$ cat src/rtl/lb_cpu_bridge.sv
// lb_cpu_bridge: local-bus initiator turning single CPU load/store requests into
// register-block write/read cycles. One transaction at a time; cpu_req is only
// looked at in IDLE, so nothing is queued while busy.
//
// Ports:
//   clk, rst (synchronous, active-high)
//   CPU side : cpu_req, cpu_we, cpu_addr, cpu_wdata, cpu_be -> cpu_ack, cpu_rdata, cpu_err, busy
//   Bus write: waddr, wdata, wstrb, wen -> wready
//   Bus read : raddr, ren -> rdata, rvalid
//
// Latency: write with immediate wready -> cpu_ack 2 cycles after the request cycle;
// read with rvalid one cycle after ren -> 3 cycles.
//
// Optional feature macro LB_TIMEOUT_EN: bounds the wait in WRITE / RD_WAIT to
// TIMEOUT_CYC cycles and completes with cpu_err=1. Without it the bridge waits
// forever and cpu_err is tied low.
module lb_cpu_bridge #(
    parameter int ADDR_W      = 32,
    parameter int DATA_W      = 32,
    parameter int STRB_W      = DATA_W / 8,
    parameter int TIMEOUT_CYC = 16
) (
    input  logic              clk,
    input  logic              rst,
    input  logic              cpu_req,
    input  logic              cpu_we,
    input  logic [ADDR_W-1:0] cpu_addr,
    input  logic [DATA_W-1:0] cpu_wdata,
    input  logic [STRB_W-1:0] cpu_be,
    output logic              cpu_ack,
    output logic [DATA_W-1:0] cpu_rdata,
    output logic              cpu_err,
    output logic              busy,
    output logic [ADDR_W-1:0] waddr,
    output logic [DATA_W-1:0] wdata,
    output logic              wen,
    output logic [STRB_W-1:0] wstrb,
    input  logic              wready,
    output logic [ADDR_W-1:0] raddr,
    output logic              ren,
    input  logic [DATA_W-1:0] rdata,
    input  logic              rvalid
);

    typedef enum logic [2:0] {
        IDLE    = 3'd0,
        WRITE   = 3'd1,
        RD_REQ  = 3'd2,
        RD_WAIT = 3'd3,
        RESP    = 3'd4
    } state_t;

    state_t state;
    state_t state_n;
    logic   accept;
    logic   tmo_hit;

    assign accept = (state == IDLE) && cpu_req;

    // Bus strobes and handshake outputs are pure state decodes; since the state
    // register resets synchronously they all read 0 after the reset edge.
    assign busy    = (state != IDLE);
    assign wen     = (state == WRITE);
    assign ren     = (state == RD_REQ);
    assign cpu_ack = (state == RESP);

`ifdef LB_TIMEOUT_EN
    localparam int CNT_W = $clog2(TIMEOUT_CYC + 1);

    logic [CNT_W-1:0] tmo_cnt;

    // Counter holds the number of completed cycles in the current wait state;
    // it fires on the TIMEOUT_CYC-th waiting cycle, i.e. as it reaches TIMEOUT_CYC.
    assign tmo_hit = (state == WRITE || state == RD_WAIT) &&
                     (tmo_cnt == CNT_W'(TIMEOUT_CYC - 1));

    always_ff @(posedge clk) begin
        if (rst) begin
            tmo_cnt <= '0;
        end else if (state_n != state) begin
            tmo_cnt <= '0;
        end else if (state == WRITE || state == RD_WAIT) begin
            tmo_cnt <= tmo_cnt + 1'b1;
        end
    end

    // Handshake has priority over the timeout, so the error only sets when the
    // wait state is abandoned without its handshake.
    always_ff @(posedge clk) begin
        if (rst) begin
            cpu_err <= 1'b0;
        end else if (accept) begin
            cpu_err <= 1'b0;
        end else if (tmo_hit && ((state == WRITE && !wready) ||
                                 (state == RD_WAIT && !rvalid))) begin
            cpu_err <= 1'b1;
        end
    end
`else
    assign tmo_hit = 1'b0;
    assign cpu_err = 1'b0;
`endif

    always_ff @(posedge clk) begin
        if (rst) begin
            state <= IDLE;
        end else begin
            state <= state_n;
        end
    end

    always_comb begin
        state_n = state;
        case (state)
            IDLE:    if (cpu_req) state_n = cpu_we ? WRITE : RD_REQ;
            WRITE:   if (wready || tmo_hit) state_n = RESP;
            RD_REQ:  state_n = RD_WAIT;
            RD_WAIT: if (rvalid || tmo_hit) state_n = RESP;
            RESP:    state_n = IDLE;
            default: state_n = IDLE;
        endcase
    end

    // Request capture. Both address ports take the word-aligned address so they
    // stay stable until the next acceptance whatever the direction. cpu_rdata is
    // cleared on acceptance so writes and timed-out reads return 0.
    always_ff @(posedge clk) begin
        if (rst) begin
            waddr     <= '0;
            raddr     <= '0;
            wdata     <= '0;
            wstrb     <= '0;
            cpu_rdata <= '0;
        end else if (accept) begin
            waddr     <= cpu_addr & ~ADDR_W'(3);
            raddr     <= cpu_addr & ~ADDR_W'(3);
            wdata     <= cpu_wdata;
            wstrb     <= cpu_be;
            cpu_rdata <= '0;
        end else if (state == RD_WAIT && rvalid) begin
            cpu_rdata <= rdata;
        end
    end

endmodule

$ cat config.mk
export PLATFORM = sky130hd
export DESIGN_NAME = lb_cpu_bridge
export DESIGN_NICKNAME = d
export VERILOG_FILES = /design/src/rtl/lb_cpu_bridge.sv
export SDC_FILE = /design/constraint.sdc
export NUM_CORES = 1
export LEC_CHECK = 0
export BUFFER_PORTS_ARGS = -buffer_cell sky130_fd_sc_hd__buf_2
export CORE_ASPECT_RATIO = 0.8
export CORE_MARGIN = 2
export CORE_UTILIZATION = 38
export CTS_CLUSTER_SIZE = 25
export DETAILED_ROUTE_END_ITERATION = 8
export PLACE_DENSITY_LB_ADDON = 0.2
export SETUP_SLACK_MARGIN = 0.1
export SKIP_LAST_GASP = 1
export SLEW_MARGIN = 20
export SYNTH_ARGS = -nofsm -noshare
export SYNTH_HDL_FRONTEND = slang
export SYNTH_SLANG_ARGS = --single-unit
export TNS_END_PERCENT = 1
$ cat constraint.sdc
create_clock -name clk -period 1.55 [get_ports clk]
set_input_delay 0.155 -clock clk [delete_from_list [all_inputs] [get_ports clk]]
set_output_delay 0.155 -clock clk [all_outputs]
set_load 0.01 [all_outputs]
# Word level (Yosys, flattened, before mapping)
# Index checks and enable logic that the tools add are counted.
[totals] regBits=101 out_inout_bits=137 word_cells=23
[op_classes] eq_ne=7 n_mux=5 n_reduce_logical=6
[op_table] cell="case mux 3 bit (4 select lines)" n=1
[op_table] cell="2-to-1 mux 3 bit" n=3
[op_table] cell="== test 3 x 2 -> 1 bit (second input constant)" n=2
[op_table] cell="!= test 2 bit (second input constant)" n=2
[op_table] cell="== test 3 x 1 -> 1 bit (second input constant)" n=1
[op_table] cell="== test 3 bit (second input constant)" n=1
[op_table] cell="logical NOT 3 bit" n=1
[op_table] cell="AND reduction 3 bit" n=1
[op_table] cell="nonzero test 3 bit" n=1
[op_table] cell="logical AND 1 bit" n=2
[op_table] cell="2-to-1 mux 2 bit" n=1
[op_table] cell="!= test 2 x 1 -> 1 bit (second input constant)" n=1
[op_table] cell="OR reduction 2 bit" n=1

# Depth between registers and ports, before layout
[depth] ltp_word=3 ltp_mapped=6 ltp_nobuf=3

# Least setup slack after synthesis
# Ideal clock, no wire load.
[synth_path] path_kind="flip-flop to flip-flop" start="register state[2]" end="register raddr[25]" setup_ns=0.132 arrival_ns=1.341 t_required_ns=1.418 slack_ns=0.077 path_stages_with_launch=7 path_buffers=3 path_cell_list="dfxtp_1 or4b_1 clkbuf_1 buf_4 buf_6 nand2_1 a21oi_1"
[synth_via] elab_chain_cells=2
[synth_rtl] element="start, declared" line_no="53" rtl="state_t state;"
[synth_rtl] element="start signal, assigned" line_no="108" rtl="state <= state_n;"
[synth_rtl] element="logical NOT 3 bit" line_no="58" rtl="assign accept = (state == IDLE) && cpu_req;"
[synth_rtl] element="logical AND 1 bit" line_no="58"
[synth_rtl] element="end signal, assigned" line_no="136" rtl="raddr <= cpu_addr & ~ADDR_W'(3);"
[synth_rtl] element="end, declared" line_no="39" rtl="output logic [ADDR_W-1:0] raddr,"
# Every way passes these cells.
# A chain may end at the register's enable or synchronous reset.

# Worst setup path in the final report
[layout_path] start="register state[2]" end="register cpu_rdata[26]"
[layout_via] elab_chain_cells=3
[layout_rtl] element="logical NOT 3 bit" line_no="58"
[layout_rtl] element="logical AND 1 bit" line_no="58"
[layout_rtl] element="OR reduction 2 bit (no line)"
[layout_rtl] element="end signal, assigned" line_no="141" rtl="cpu_rdata <= rdata;"
[layout_rtl] element="end, declared" line_no="31" rtl="output logic [DATA_W-1:0] cpu_rdata,"
# Several ways; a longest one is shown, not always the timed one.

==> impl_metrics.py <==
metrics = {
    "placement": {
        "dp_hpwl_um": 7180,
        "dpl-instance-area_sq_um": 4930,
        "globalplace.congestion": 0.763,
        "place.port_buffers": 235,
        "pre_cts_ws_ps": -31.5,
    },
    "die": {
        "rows": 32,
        "chipHeight_um": 94.2,
        "die_area_sq_um": 11000,
        "start_util_pct": 39.6,
        "ioPinCount": 243,
        "coreArea_sq_um": 9770,
        "die_w_um": 117,
    },
    "logic_synthesis": {
        "yosys.area.top_type_share_pct": 52.3,
        "ys_seq_area_share_pct": 52.3,
        "synth_area_leaders": "dfxtp_1 (52%), nand2_1 (19%), a21oi_1 (13%)",
        "ys_ff_latch": 101,
        "syn_area_sq_um": 3870,
        "synth_cell_types": 23,
        "yosysTopAreaCell": "dfxtp_1",
        "synth.avg_cell_area_sq_um": 7.89,
        "synthCells": 490,
        "yosysWarnings": 0,
    },
    "clock_tree": {
        "cts_tree": "yes",
        "clk_latency_ps": 340,
        "cts_buffer_depth": 2,
        "hold_buffers": 0,
        "cts_max_level": 3,
        "cts.clk_slew.worst_paths_ps": 70,
        "cts_made_buffers": 9,
        "clock-sinks": 101,
        "cts-root-buf": "clkbuf_16",
    },
    "detailed_routing": {
        "ant_nets": 0,
        "viasPerCell": 4.57,
        "drtIter0Drc": 143,
        "vias": 3784,
        "avgRoutedWirePerCell_um": 12.6,
        "drc": 0,
        "firstDrtPassIters": 5,
        "routed_wl_um": 10500,
    },
    "timing": {
        "rsz0062_at_grt": "yes",
        "hold_viol": 0,
        "clock_skew_ps": 9.97,
        "fmaxAchievable_ghz": 0.686,
        "period_needed_ps": 1460,
        "setup_slack_ps": 92.6,
        "whs_ps": 48.3,
        "finalCritPeriodShare_pct": 94.0,
        "final_max_slew_viol_count": 0,
        "setup_viol": 0,
    },
    "global_route": {
        "grt_pass1_vias": 3265,
        "grt_pass1_wl_um": 15200,
        "antenna_found_initial": 0,
        "overflow": 0,
        "grt_max_degree": 67,
        "grt.total_usage_pct": 17.6,
    },
    "power_and_ir_drop": {
        "peakVddDrop_v": 0.000542,
        "finalPower_uw": 6200,
        "p_leak_uw": 0.00261,
        "power_density_nw_per_um2": 1150,
    },
    "worst_setup_path": {
        "rrSetupSlack_ps": 90,
        "required_ps": 1770,
        "worstSetupEndpointType": "flip-flop",
        "critPathMaxFanout": 16,
        "path_class": "flip-flop to flip-flop",
        "arrival_ps": 1680,
        "worst_setup_path_start_kind": "flip-flop",
    },
    "final_layout": {
        "nNetsFinal": 793,
        "antenna_cells": 0,
        "area_delta_synth_final_pct": 38.8,
        "drive_above_1_share_pct": 40.0,
        "fin_area_sq_um": 5370,
        "final_cell_mix": "buf_2 (234), nand2_1 (199), a21oi_1 (99), dfxtp_1 (99), clkbuf_16 (10)",
        "final_common_cell": "buf_2",
        "fillers": 965,
    },
    "run": {
        "timing.max_cap.violations": 0,
    },
    "hold_path": {
        "hp-class": "input pin to flip-flop",
    },
    "outcome": {
        "status": "complete, no violations",
    },
}
worst max-delay path, stage by stage, from the launching register on:
cell,delay [ps]
dfxtp_2,330
or4b_4,580
nand2b_4,110
bufbuf_16,280
a21oi_1,50
cells in the mapped netlist:
| cell | count |
|---|---|
| nand2_1 | 199 |
| dfxtp_1 | 101 |
| a21oi_1 | 99 |
| buf_4 | 40 |
| clkbuf_1 | 15 |
| buf_2 | 12 |
| buf_6 | 4 |
| nor2_1 | 2 |
| nor3_1 | 2 |
| nor3b_1 | 2 |
| o21ai_0 | 2 |
| a21boi_0 | 1 |
| and3_1 | 1 |
| and4b_1 | 1 |
| conb_1 | 1 |
| inv_1 | 1 |
| mux2_2 | 1 |
| nand2b_1 | 1 |
| nand4b_1 | 1 |
| nor4b_2 | 1 |
| o311ai_0 | 1 |
| or3_1 | 1 |
| or4b_1 | 1 |
per-layer routing:
metal | vias up | GRT usage (%) | share of wire [%]
li1 | 1919 | - | -
met1 | 1692 | 20.5 | 41
met2 | 162 | 31.5 | 49
met3 | 11 | 4.77 | 8.5
met4 | 0 | 5.00 | 1.1
met5 | - | 0 | 0
kinds of logic after synthesis:
group | after synthesis | synth area share, %
mux | 1 | 0.291
other cells | 1 | 0.0970
flops | 101 | 52.3
simple gates | 212 | 21.8
compound gates | 103 | 13.5
buf+inv | 72 | 12.0
stage by stage:
stage	util (%)	cells	setup TNS (ps)
final	54.9	828	0
after global routing	54.9	828	0
after global placement	50.5	805	-88.3
after detailed placement	50.5	805	-1310
after floorplan	-	494	0
after CTS	54.4	824	0
what timing repair did:
| action | 4_1_cts | 5_1_grt |
|---|---|---|
| pin swaps | 2 | 2 |
| setup endpoints to repair | 99 | 82 |
| setup buffers | 2 | 3 |
| resized for setup | 9 | 4 |
| cloned | 1 | 1 |
where the power goes:
part	leakage [uW]	internal (uW)	total (uW)	switching (uW)
Clock	0.000149	1280	2280	999
Combinational	0.00163	483	1090	604
Sequential	0.000824	2750	2830	83.4
final timing paths:
kind,start,endpoint,cells after the start
setup reg to reg,state[2],cpu_rdata[26],4
hold reg to reg,cpu_rdata[6],cpu_rdata[6],2
setup / recovery,state[2],cpu_rdata[26],4
hold / removal,cpu_wdata[12],wdata[12],3
state kept, by name (all words and copies together), names as in the netlist:
name / count
cpu_rdata: 32
wdata: 32
raddr: 30
wstrb: 4
state: 3
area by class of cell:
type                            count  area [sq um]  area share [%]
Clock inverter                      7          80.1            1.49
Clock buffer                        9           225            4.20
Inverter                            1          3.75          0.0700
Multi-Input combinational cell    321          1420            26.5
Timing Repair Buffer              253          1440            26.8
Sequential cell                   101          2020            37.7
Tap cell                          136           170            3.17
Power figures use the tool's default switching activity.
